===== src/rtl/adc_pkg.sv =====
// Shared definitions for the LTC2308 initiator and responder: sizes, reset
// configuration, FSM states and the config-word channel decode.
`timescale 1ns/1ps
package adc_pkg;

  localparam int DATA_W = 12;
  localparam int CFG_W  = 6;
  localparam int NUM_CH = 8;

  // {S/D, O/S, S1, S0, UNI, SLP}: single-ended CH0, unipolar
  localparam logic [CFG_W-1:0] CFG_RESET = 6'b100010;

  typedef enum logic [1:0] {
    IDLE,
    CONVERT,
    WAIT_LOW,
    SHIFT
  } adc_state_t;

  // Differential mode is not modelled, so O/S only selects the odd channel
  // when the word asks for a single-ended input.
  function automatic logic [2:0] cfg_to_channel(input logic [CFG_W-1:0] cfg);
    return {cfg[3], cfg[2], cfg[5] & cfg[4]};
  endfunction

endpackage


===== src/rtl/ltc2308_responder_sync_edge.sv =====
// Two-flop synchroniser for one asynchronous pin, with rise/fall pulses
// decoded from the settled stage so the level and the pulses always agree.
`timescale 1ns/1ps
module sync_edge (
  input  logic clk,
  input  logic rst_n,
  input  logic async_in,
  output logic level,
  output logic rise,
  output logic fall
);

  logic meta_q;
  logic sync_q;
  logic prev_q;

  always_ff @(posedge clk or negedge rst_n) begin
    if (!rst_n) begin
      meta_q <= 1'b0;
      sync_q <= 1'b0;
      prev_q <= 1'b0;
    end else begin
      meta_q <= async_in;
      sync_q <= meta_q;
      prev_q <= sync_q;
    end
  end

  assign level = sync_q;
  assign rise  = sync_q & ~prev_q;
  assign fall  = ~sync_q & prev_q;

endmodule


===== src/rtl/ltc2308_responder.sv =====
// Chip-side model of the LTC2308: times a conversion after CONVST, shifts the
// result out on DOUT and captures the next frame's config word from DIN.
`timescale 1ns/1ps
module ltc2308_responder #(
  parameter int CONV_CYCLES = 80,
  parameter int DATA_W      = 12,
  parameter int CFG_W       = 6
) (
  input  logic                CLOCK_50,
  input  logic                RESET_N,
  input  logic                ADC_CONVST,
  input  logic                ADC_SCLK,
  input  logic                ADC_DIN,
  output logic                ADC_DOUT,
  input  logic [8*DATA_W-1:0] CH_DATA,
  output logic [CFG_W-1:0]    CFG_WORD,
  output logic                CFG_VALID,
  output logic                BUSY,
  output logic                FRAME_ERR
);

  import adc_pkg::*;

  localparam int CNT_W = (CONV_CYCLES > 1) ? $clog2(CONV_CYCLES) : 1;
  localparam int BIT_W = $clog2(DATA_W + 1);

  localparam logic [CNT_W-1:0]  CONV_LAST = CNT_W'(CONV_CYCLES - 1);
  localparam logic [BIT_W-1:0]  CFG_BITS  = BIT_W'(CFG_W);
  localparam logic [BIT_W-1:0]  DATA_BITS = BIT_W'(DATA_W);
  localparam logic [DATA_W-1:0] SIGN_FLIP = {1'b1, {(DATA_W-1){1'b0}}};

  logic convst_level, convst_rise, convst_fall;
  logic sclk_level_unused, sclk_rise, sclk_fall;
  logic din_level, din_rise_unused, din_fall_unused;

  sync_edge u_sync_convst (
    .clk      (CLOCK_50),
    .rst_n    (RESET_N),
    .async_in (ADC_CONVST),
    .level    (convst_level),
    .rise     (convst_rise),
    .fall     (convst_fall)
  );

  sync_edge u_sync_sclk (
    .clk      (CLOCK_50),
    .rst_n    (RESET_N),
    .async_in (ADC_SCLK),
    .level    (sclk_level_unused),
    .rise     (sclk_rise),
    .fall     (sclk_fall)
  );

  sync_edge u_sync_din (
    .clk      (CLOCK_50),
    .rst_n    (RESET_N),
    .async_in (ADC_DIN),
    .level    (din_level),
    .rise     (din_rise_unused),
    .fall     (din_fall_unused)
  );

  adc_state_t         state_q, state_d;
  logic [CNT_W-1:0]   conv_cnt_q, conv_cnt_d;
  logic [BIT_W-1:0]   bit_cnt_q, bit_cnt_d;
  logic [DATA_W-1:0]  result_q, result_d;
  logic [CFG_W-1:0]   cfg_shift_q, cfg_shift_d;
  logic [CFG_W-1:0]   cfg_word_q, cfg_word_d;
  logic               cfg_valid_q, cfg_valid_d;
  logic               dout_q, dout_d;
  logic               busy_q, busy_d;
  logic               frame_err_q, frame_err_d;

  logic [2:0]         ch_sel;
  logic [DATA_W-1:0]  ch_value;
  logic [DATA_W-1:0]  coded_result;

  // The word latched at CONVST always uses the config from the previous frame.
  assign ch_sel       = cfg_to_channel(cfg_word_q);
  assign ch_value     = CH_DATA[ch_sel*DATA_W +: DATA_W];
  assign coded_result = cfg_word_q[1] ? ch_value : (ch_value ^ SIGN_FLIP);

  always_comb begin
    state_d     = state_q;
    conv_cnt_d  = conv_cnt_q;
    bit_cnt_d   = bit_cnt_q;
    result_d    = result_q;
    cfg_shift_d = cfg_shift_q;
    cfg_word_d  = cfg_word_q;
    cfg_valid_d = 1'b0;
    dout_d      = dout_q;
    busy_d      = busy_q;
    frame_err_d = frame_err_q;

    unique case (state_q)
      IDLE: begin
        dout_d = 1'b0;
        if (convst_rise) begin
          state_d     = CONVERT;
          result_d    = coded_result;
          conv_cnt_d  = '0;
          frame_err_d = 1'b0;
          busy_d      = 1'b1;
        end
      end

      CONVERT: begin
        conv_cnt_d = conv_cnt_q + 1'b1;
        if (sclk_rise || sclk_fall) begin
          frame_err_d = 1'b1;
        end
        if (conv_cnt_q == CONV_LAST) begin
          busy_d     = 1'b0;
          conv_cnt_d = '0;
          if (!convst_level) begin
            state_d   = SHIFT;
            dout_d    = result_q[DATA_W-1];
            bit_cnt_d = '0;
          end else begin
            state_d = WAIT_LOW;
          end
        end
      end

      WAIT_LOW: begin
        if (convst_fall) begin
          state_d   = SHIFT;
          dout_d    = result_q[DATA_W-1];
          bit_cnt_d = '0;
        end
      end

      SHIFT: begin
        // A new CONVST wins over any coincident SCLK edge and abandons the frame.
        if (convst_rise) begin
          state_d     = CONVERT;
          result_d    = coded_result;
          conv_cnt_d  = '0;
          frame_err_d = 1'b1;
          busy_d      = 1'b1;
          dout_d      = 1'b0;
        end else if (sclk_rise) begin
          if (bit_cnt_q < CFG_BITS) begin
            cfg_shift_d = {cfg_shift_q[CFG_W-2:0], din_level};
          end
          if (bit_cnt_q != '1) begin
            bit_cnt_d = bit_cnt_q + 1'b1;
          end
        end else if (sclk_fall) begin
          if (bit_cnt_q >= DATA_BITS) begin
            state_d     = IDLE;
            dout_d      = 1'b0;
            cfg_word_d  = cfg_shift_q;
            cfg_valid_d = 1'b1;
          end else begin
            dout_d   = result_q[DATA_W-2];
            result_d = {result_q[DATA_W-2:0], 1'b0};
          end
        end
      end

      default: begin
        state_d = IDLE;
      end
    endcase
  end

  always_ff @(posedge CLOCK_50 or negedge RESET_N) begin
    if (!RESET_N) begin
      state_q     <= IDLE;
      conv_cnt_q  <= '0;
      bit_cnt_q   <= '0;
      result_q    <= '0;
      cfg_shift_q <= '0;
      cfg_word_q  <= CFG_RESET;
      cfg_valid_q <= 1'b0;
      dout_q      <= 1'b0;
      busy_q      <= 1'b0;
      frame_err_q <= 1'b0;
    end else begin
      state_q     <= state_d;
      conv_cnt_q  <= conv_cnt_d;
      bit_cnt_q   <= bit_cnt_d;
      result_q    <= result_d;
      cfg_shift_q <= cfg_shift_d;
      cfg_word_q  <= cfg_word_d;
      cfg_valid_q <= cfg_valid_d;
      dout_q      <= dout_d;
      busy_q      <= busy_d;
      frame_err_q <= frame_err_d;
    end
  end

  assign ADC_DOUT  = dout_q;
  assign CFG_WORD  = cfg_word_q;
  assign CFG_VALID = cfg_valid_q;
  assign BUSY      = busy_q;
  assign FRAME_ERR = frame_err_q;

endmodule


===== config.mk =====
export PLATFORM = sky130hd
export DESIGN_NAME = ltc2308_responder
export DESIGN_NICKNAME = d
export VERILOG_FILES = /design/src/rtl/adc_pkg.sv /design/src/rtl/ltc2308_responder_sync_edge.sv /design/src/rtl/ltc2308_responder.sv
export SDC_FILE = /design/constraint.sdc
export NUM_CORES = 1
export LEC_CHECK = 0
export BUFFER_PORTS_ARGS = -buffer_cell sky130_fd_sc_hd__buf_4
export CAP_MARGIN = 20
export CORE_MARGIN = 4
export CORE_UTILIZATION = 54
export DETAILED_ROUTE_END_ITERATION = 7
export GPL_TIMING_DRIVEN = 1
export PLACE_DENSITY = 0.95
export SYNTH_ARGS = -nofsm -noshare
export SYNTH_HDL_FRONTEND = slang
export SYNTH_SLANG_ARGS = --single-unit

===== constraint.sdc =====
create_clock -name CLOCK_50 -period 5.08 [get_ports CLOCK_50]
set_clock_uncertainty 0.15 [all_clocks]
set_input_delay 1.016 -clock CLOCK_50 [delete_from_list [all_inputs] [get_ports CLOCK_50]]
set_output_delay 1.016 -clock CLOCK_50 [all_outputs]
set_load 0.05 [all_outputs]

# --- Word-level counts from Yosys, hierarchy flattened ---
# Cells that the tools add are included.
word_totals:
  reg_bits: 49
  inputBits: 101
  out_inout_bits: 10
  elab_cells: 116
op_classes:
  n_addsub: 2
  n_mul: 1
  order_cmp: 2
  n_eq_ne: 19
  n_shift: 1
  n_mux: 45
  bitwise: 12
  reduce_logical: 16
op_table:
  columns: ["cell", "count"]
  rows:
  - ["$shiftx 96x8->12", 1]
  - ["$mux 12", 6]
  - ["$mux 4", 6]
  - ["$pmux 12 s2", 1]
  - ["$ne 2x2->1 const B", 9]
  - ["$mux 1", 17]
  - ["$reduce_and 5->1", 3]
  - ["$mux 2", 7]
  - ["$mux 7", 2]
  - ["$pmux 7 s2", 1]
  - ["$ne 3x3->1 const B", 4]
  - ["$pmux 4 s3", 1]
  - ["$pmux 2 s4", 1]
  - ["$reduce_and 4->1", 2]
  - ["$add 7x1->7 const B", 1]
  - ["$eq 7x7->1 const B", 1]
  - ["$not 1->1", 7]
  - ["$reduce_and 7->1", 1]
  - ["$reduce_and 6->1", 1]
  - ["$reduce_bool 3->1", 2]
  - ["$and 1x1->1", 5]
  - ["$mul 3x2->5 const B", 1]
  - ["$add 4x1->4 const B", 1]
  - ["$eq 2x2->1 const B", 2]
  - ["other kinds (14)", 15]

# --- Longest topological paths before layout ---
# Gate-level depths: netlist of run 1.
depth:
  ltp_word: 7
  depth_mapped: 8
  ltp_nobuf: 7

# --- By module ---
# Synthesis of run 1 repeated with hierarchy kept, for this count alone.
hier_totals:
  hier_cells: 249
  hier_area_um2: 3007.9
modules_own_cells:
  columns: ["module", "instances", "cells_each", "area_each_um2", "seq_area_each_um2"]
  rows:
  - ["ltc2308_responder", 1, 234, 2737.6, 1028.5]
  - ["sync_edge", 3, 5, 90.1, 75.1]

# --- Worst setup path after synthesis of run 1 ---
# OpenSTA, ideal clock, no wires.
synth_timing:
  kind: "reg-to-reg"
  start: "reg cfg_word_q[3], in the netlist CFG_WORD[3]"
  end: "reg result_q[11]"
  setup_ns: 0.069
  arrival_time_ns: 2.045
  t_required_ns: 4.861
  slack_ns: 2.816
  stages_incl_launch_ff: 6
  n_path_buf: 1
  period_less_slack_ns: 2.264
  cell_sequence: "dfrtp_1 clkbuf_1 mux4_2 mux2_2 nor4b_1 nand3b_1"
synth_between:
  elab_chain_len: 6
  elab_cells_between_ends: 7
  cone_classes: "1 x mul; 1 x shift; 4 x mux; 1 x bitwise"
synth_rtl:
  columns: ["item", "line_no", "text"]
  rows:
  - ["start: declaration", "ltc2308_responder.sv:68", "logic [CFG_W-1:0] cfg_word_q, cfg_word_d;"]
  - ["start signal: assignment", "ltc2308_responder.sv:186", "cfg_word_q <= cfg_word_d;"]
  - ["$mul 3x2->5 *", "ltc2308_responder.sv:80", "assign ch_value = CH_DATA[ch_sel*DATA_W +: DATA_W];"]
  - ["$shiftx 96x8->12 *", "ltc2308_responder.sv:80", null]
  - ["$not 1->1 (no line)", null, null]
  - ["$mux 12 *", "ltc2308_responder.sv:81", "assign coded_result = cfg_word_q[1] ? ch_value : (ch_value ^ SIGN_FLIP);"]
  - ["$mux 12 (on tied branches)", "ltc2308_responder.sv:135, ltc2308_responder.sv:98", null]
  - ["$pmux 12 s2 *", "ltc2308_responder.sv:95", "unique case (state_q)"]
  - ["end signal: assignment", "ltc2308_responder.sv:184", "result_q <= result_d;"]
  - ["end: declaration", "ltc2308_responder.sv:66", "logic [DATA_W-1:0] result_q, result_d;"]
# Every way passes the cells marked *; elsewhere a longest branch is shown, timed or not. The select of a mux whose other input is x is not followed.
# A chain may end at the register's enable or synchronous reset.

# --- Worst setup path in the final report of run 1 ---
layout_timing:
  start: "reg cfg_word_q[2], in the netlist CFG_WORD[2]"
  end: "out CFG_WORD[2]"
layout_rtl:
  columns: ["item", "line_no", "text"]
  rows:
  - ["end: declaration", "ltc2308_responder.sv:16", "output logic [CFG_W-1:0] CFG_WORD,"]
# No word-level cell between the ends.

==> results of run 1 <==
==> stage by stage <==
stage	cell area, um^2	power [mW]	utilization
6_report	4010	1.46	0.733
5_1_grt	4010	1.55	0.733
4_1_cts	3980	1.45	0.727
3_5_place_dp	3870	1.17	0.707
3_3_place_gp	3870	1.12	0.707
2_1_floorplan	3030	0.990	-
==> layer usage <==
metal	part of all wire	up-vias	routed length [um]	global-route usage
met2	0.52	121	4540	0.439
li1	-	1153	-	-
met1	0.38	1298	3310	0.299
met4	0.031	0	268	0.110
met5	0	-	0	0
met3	0.065	23	564	0.0665
==> cells by family after synthesis <==
kind of cell,synth area share
and+or+nand+nor,0.115
AOI/OAI and AO/OA,0.116
muxes,0.281
DFF,0.405
buffers and inverters,0.0367
adders and majority gates,0.0372
xor gates and xnor gates,0.00867
==> area by class of cell <==
class,count,area (um^2),area share
well taps,72,90.1,0.0225
inverters,7,26.3,0.00655
clock buffers,5,68.8,0.0172
flip-flops and latches,49,1230,0.306
repair buffers,112,861,0.215
clock inverters,3,43.8,0.0109
multi-input cells,178,1690,0.422
==> cells in the mapped netlist (all sizes together) <==
library cell	number	area, um^2
a2111o	1	11.3
a2111oi	1	8.76
a21oi	7	35.0
a22o	1	8.76
a22oi	10	75.1
and2b	1	8.76
and3	3	20.0
and4	2	17.5
buf	7	41.3
clkbuf	9	43.8
dfrtp	47	1180
dfstp	2	52.6
ha	9	113
inv	7	26.3
mux2	17	191
mux2i	12	120
mux4	24	541
nand2	23	86.3
nand2b	3	18.8
nand3	6	42.5
nand3b	2	15.0
nand4	1	21.3
nor2	6	22.5
nor2b	2	12.5
nor3b	2	15.0
nor4b	2	32.5
o2111ai	1	8.76
o211ai	2	15.0
o21ai	28	151
o221ai	1	8.76
o22ai	1	6.26
o31ai	3	22.5
or2b	1	7.51
or3	1	6.26
or3b	1	11.3
or4b	1	10.0
xnor2	2	17.5
xor2	1	8.76
==> final timing paths <==
kind                                   start          endpoint  slack [ns]  depth (start not counted)
max                              CFG_WORD[2]       CFG_WORD[2]        2.45                          1
min                        u_sync_din.meta_q  u_sync_din.level        0.22                          0
max reg2reg                       state_q[1]       result_q[1]        2.48                          5
min reg2reg                u_sync_din.meta_q  u_sync_din.level        0.22                          0
max in group asynchronous            RESET_N     conv_cnt_q[0]        3.83                          1
min in group asynchronous            RESET_N    cfg_shift_q[4]        0.55                          1
==> placed cells by master, fill, tap and decap left out, drive strengths merged, types with 2 or more instances in the layout <==
cell / n
o21ai: 28
nand2: 23
and4: 2
clkbuf: 5
nor2: 6
mux4: 24
nor2b: 2
dfrtp: 47
a21oi: 7
ha: 9
xnor2: 2
nand3b: 2
mux2: 17
dfstp: 2
nor4b: 2
nor3b: 2
a22oi: 10
inv: 8
nand2b: 3
nand3: 6
mux2i: 12
o211ai: 2
buf: 112
o31ai: 3
and3: 3
==> sequential cells by signal, summed over array words and instances (netlist names), 2 cells and up <==
name,flops
conv_cnt_q,7
result_q,12
state_q,2
CFG_WORD,6
cfg_shift_q,6
bit_cnt_q,4
==> power breakdown <==
part,switching (mW),total [mW],internal (mW)
combinational,0.335,0.594,0.259
clock,0.135,0.283,0.148
sequential,0.0887,0.582,0.493
total,0.559,1.46,0.900
==> results.cfg, run 1 <==
[logic_synthesis]
syn_nets = 360
synthDistinctLibCells = 48
yosysSeqAreaShare = 0.405
synth_seq_cells = 49
syn_area_um2 = 3030
synth_area_per_cell_um2 = 12.1
yosys_warnings = 0
syn-instance-count = 250

[sta]
finalHoldViolCount = 0
period_needed_ns = 2.63
setup_viol = 0
period_share = 0.518
tns_ns = 0
setup_ws_ns = 2.45
worst_pin_slew_ns = 1.28
slew_viol_final = 0
relSlewSlack = 0.139
rsz0062_at_grt = no
hold_ws_ns = 0.218
clock.fmax_mhz = 380

[placed_design]
dp_slack_ns = 2.48
dp.cells = 417
port_buffers = 110
place_congestion = 0.827
dpl.hpwl_um = 6660

[detailed_routing]
drtIter0Drc = 222
viasPerCell = 6.09
vias = 2595
ant_nets = 0
drc = 0
drt-total-wl_um = 8680
wl_per_cell_um = 20.4
drt-pass1-iter-count = 7

[worst_hold_path]
min_path_type = reg -> reg

[global_route]
grt_pass1_vias = 2767
antenna_found_initial = 0
grtUsageTotal = 0.255
grt_max_degree = 50
grt_remaining_overflow = 0
grt_pass1_wl_um = 14000

[clocking]
ctsResizeCount = 0
cts_tree = built
holdBufCountCts = 0
clock_sinks = 49
clock_tree.buffer_depth = 2
htree_levels = 2
cts_made_buffers = 5
worstSkewPairLatency_ns = 0.31
post_cts_buffers = 0
cts_root_buffer = clkbuf_8
clkTransAtPathRegs_ns = 0.10

[setup_path]
arrival_ns = 1.46
path_buf_inv = 1
cp_top_family = flip-flops
path_cells = buf_4
crit_fanout = 14
critPathMaxStageDelay_ns = 0.83
critPathSlowestCell = dfrtp_1
crit_type = reg -> out
critical_path_required_ns = 3.91
setup.worst_path.start_class = flop
end_kind = primary output

[floorplanning]
rows = 27
core_area_um2 = 5470
start_util = 0.554
dieArea_um2 = 6870
die_x_um = 82.9
die_h_um = 82.9
io_pins = 111

[cells_and_area]
final_nets = 463
final_cell_count_no_fill = 426
antenna-diode-count = 0
n_fill_cell = 328
syn2layout_area_growth_pct = 32.3
drive_gt1_frac = 0.475

[pwr]
power.density_nw_per_um2 = 364
leakagePower_nw = 1.82
peakVddDrop_uv = 231

[status]
outcome = finished, final reports clean

[job]
drv_cap = 0
Note: power is estimated with default switching activity, not from simulation.
==> run 2: changes to the inputs <==
CORE_UTILIZATION = 45   (was 54)
PLACE_DENSITY = 0.87   (was 0.95)
clock period = 2.4 ns   (was 5.08 ns; I/O delays follow)
==> results.cfg, run 2 (synthesis gave the netlist of run 1 again) <==
[status]
outcome = finished, final reports clean

[global_route]
met3_usage = 0.0384
grt_pass1_vias = 2721
grt_pass1_wl_um = 12600
busiest_layer = met2
grt_remaining_overflow = 0
grt_max_degree = 50
antenna_found_initial = 0
met2_usage = 0.334
met1_usage = 0.233
grtUsageTotal = 0.189

[cells_and_area]
final_nets = 469
syn2layout_area_growth_pct = 33.4
antenna-diode-count = 0
largest_reg_flops = 12
final_common_cell = buf_4
largest-register = result_q
largestRegisters = result_q x12, conv_cnt_q x7
drive_gt1_frac = 0.486
layout_common_cells = buf_4 (117), dfrtp_1 (47), mux4_2 (24)

[pwr]
p_seq_frac = 0.408
power.internal_mw = 1.84
p_sw_frac = 0.382
leakagePower_nw = 1.85
peakVddDrop_uv = 435
pwr-share-clk = 0.173
finalPower_mw = 2.98
p_sw_mw = 1.14
comb_power_share = 0.419
power.density_nw_per_um2 = 738

[clocking]
clock_sinks = 49
ctsResizeCount = 0
cts_root_buffer = clkbuf_8
htree_levels = 2
clock_tree.buffer_depth = 2
clkTransAtPathRegs_ns = 0.10
worstSkewPairLatency_ns = 0.31
holdBufCountCts = 0
cts_tree = built
cts_made_buffers = 5
post_cts_buffers = 0

[setup_path]
critical_path_required_ns = 2.50
arrival_ns = 2.31
path_cells = ha_1, and2b_2, o21ai_1, nand4_4, or4b_1, nand3_1
critPathMaxStageDelay_ns = 0.52
cp-startpoint = state_q[0]
crit_type = reg -> reg
crit_fanout = 9
end_kind = flop
setup.worst_path.start_class = flop
r2r_start = state_q[0]
critPathSlowestCell = or4b_1

[sta]
slew_viol_final = 0
clock.fmax_mhz = 454
tns_ns = 0
finalHoldViolCount = 0
rsz0062_at_grt = no
period_needed_ns = 2.20
relSlewSlack = 0.386
setup_viol = 0
period_share = 0.918
setup_ws_ns = 0.198
worst_pin_slew_ns = 0.911

[detailed_routing]
wl_per_cell_um = 17.2
vias = 2460
drt-pass1-iter-count = 4
ant_nets = 0
drc = 0
drt-total-wl_um = 7530
viasPerCell = 5.63
drtIter0Drc = 160

[worst_hold_path]
min_path_type = in -> async

[placed_design]
dp_slack_ns = 0.165
dpl.hpwl_um = 6240
port_buffers = 110
place_congestion = 0.845

[floorplanning]
rows = 29
die_h_um = 90.1
start_util = 0.469
io_pins = 111
core_area_um2 = 6460
dieArea_um2 = 8110
die_x_um = 90.1

[job]
drv_cap = 0
[run 2: changes by cell type in the layout (fill, tap and decap cells not counted), sizes merged]
cell / delta
inv: +1
buf: +6
bufinv: -1
[run 2: path summary, 6_finish.rpt]
kind	end	slack (ns)	cells after the start
setup / recovery	bit_cnt_q[3]	0.20	6
hold / removal	u_sync_din.level	0.01	1
setup reg to reg	bit_cnt_q[3]	0.20	6
hold reg to reg	u_sync_din.level	0.21	0
max in group asynchronous	conv_cnt_q[1]	1.67	1
min in group CLOCK_50	u_sync_convst.meta_q	0.12	1
[run 2: area by class of cell]
type                    count  area, um^2
fillers                   464        2410
multi-input cells         178        1700
flip-flops and latches     49        1230
repair buffers            118         898
well taps                  77        96.3
clock buffers               5        68.8
clock inverters             3        28.8
inverters                   7        26.3
[run 2: worst max-delay path, delay by kind of cell (launching register included)]
family          cells  cell delay, ns
compound gates      1            0.23
fa+ha+maj           1            0.32
flops               1            0.42
simple gates        4            1.03
[run 2: power groups by stage]
stage                     registers (mW)  logic, mW  clock network [mW]
after floorplan                     1.25      0.847                   0
after global placement              1.22       1.19                   0
after detailed placement            1.23       1.26                   0
after CTS                           1.22       1.26               0.529
after global routing                1.25       1.40               0.573
final                               1.22       1.25               0.516
[run 2: per-stage QoR]
step                hold WS, ns   util  cells  instance area (um^2)
floorplan                0.0344      -    250                  3030
global placement          0.190  0.610    429                  3940
detailed placement        0.194  0.610    429                  3940
CTS                      0.0374  0.625    437                  4040
global route             0.0548  0.626    437                  4040
finish                   0.0139  0.626    437                  4040
[run 2: metal layers]
metal / vias up / share of wire
met5: - / 0
met4: 0 / 0.012
met3: 9 / 0.055
met2: 91 / 0.54
met1: 1189 / 0.39
li1: 1171 / -
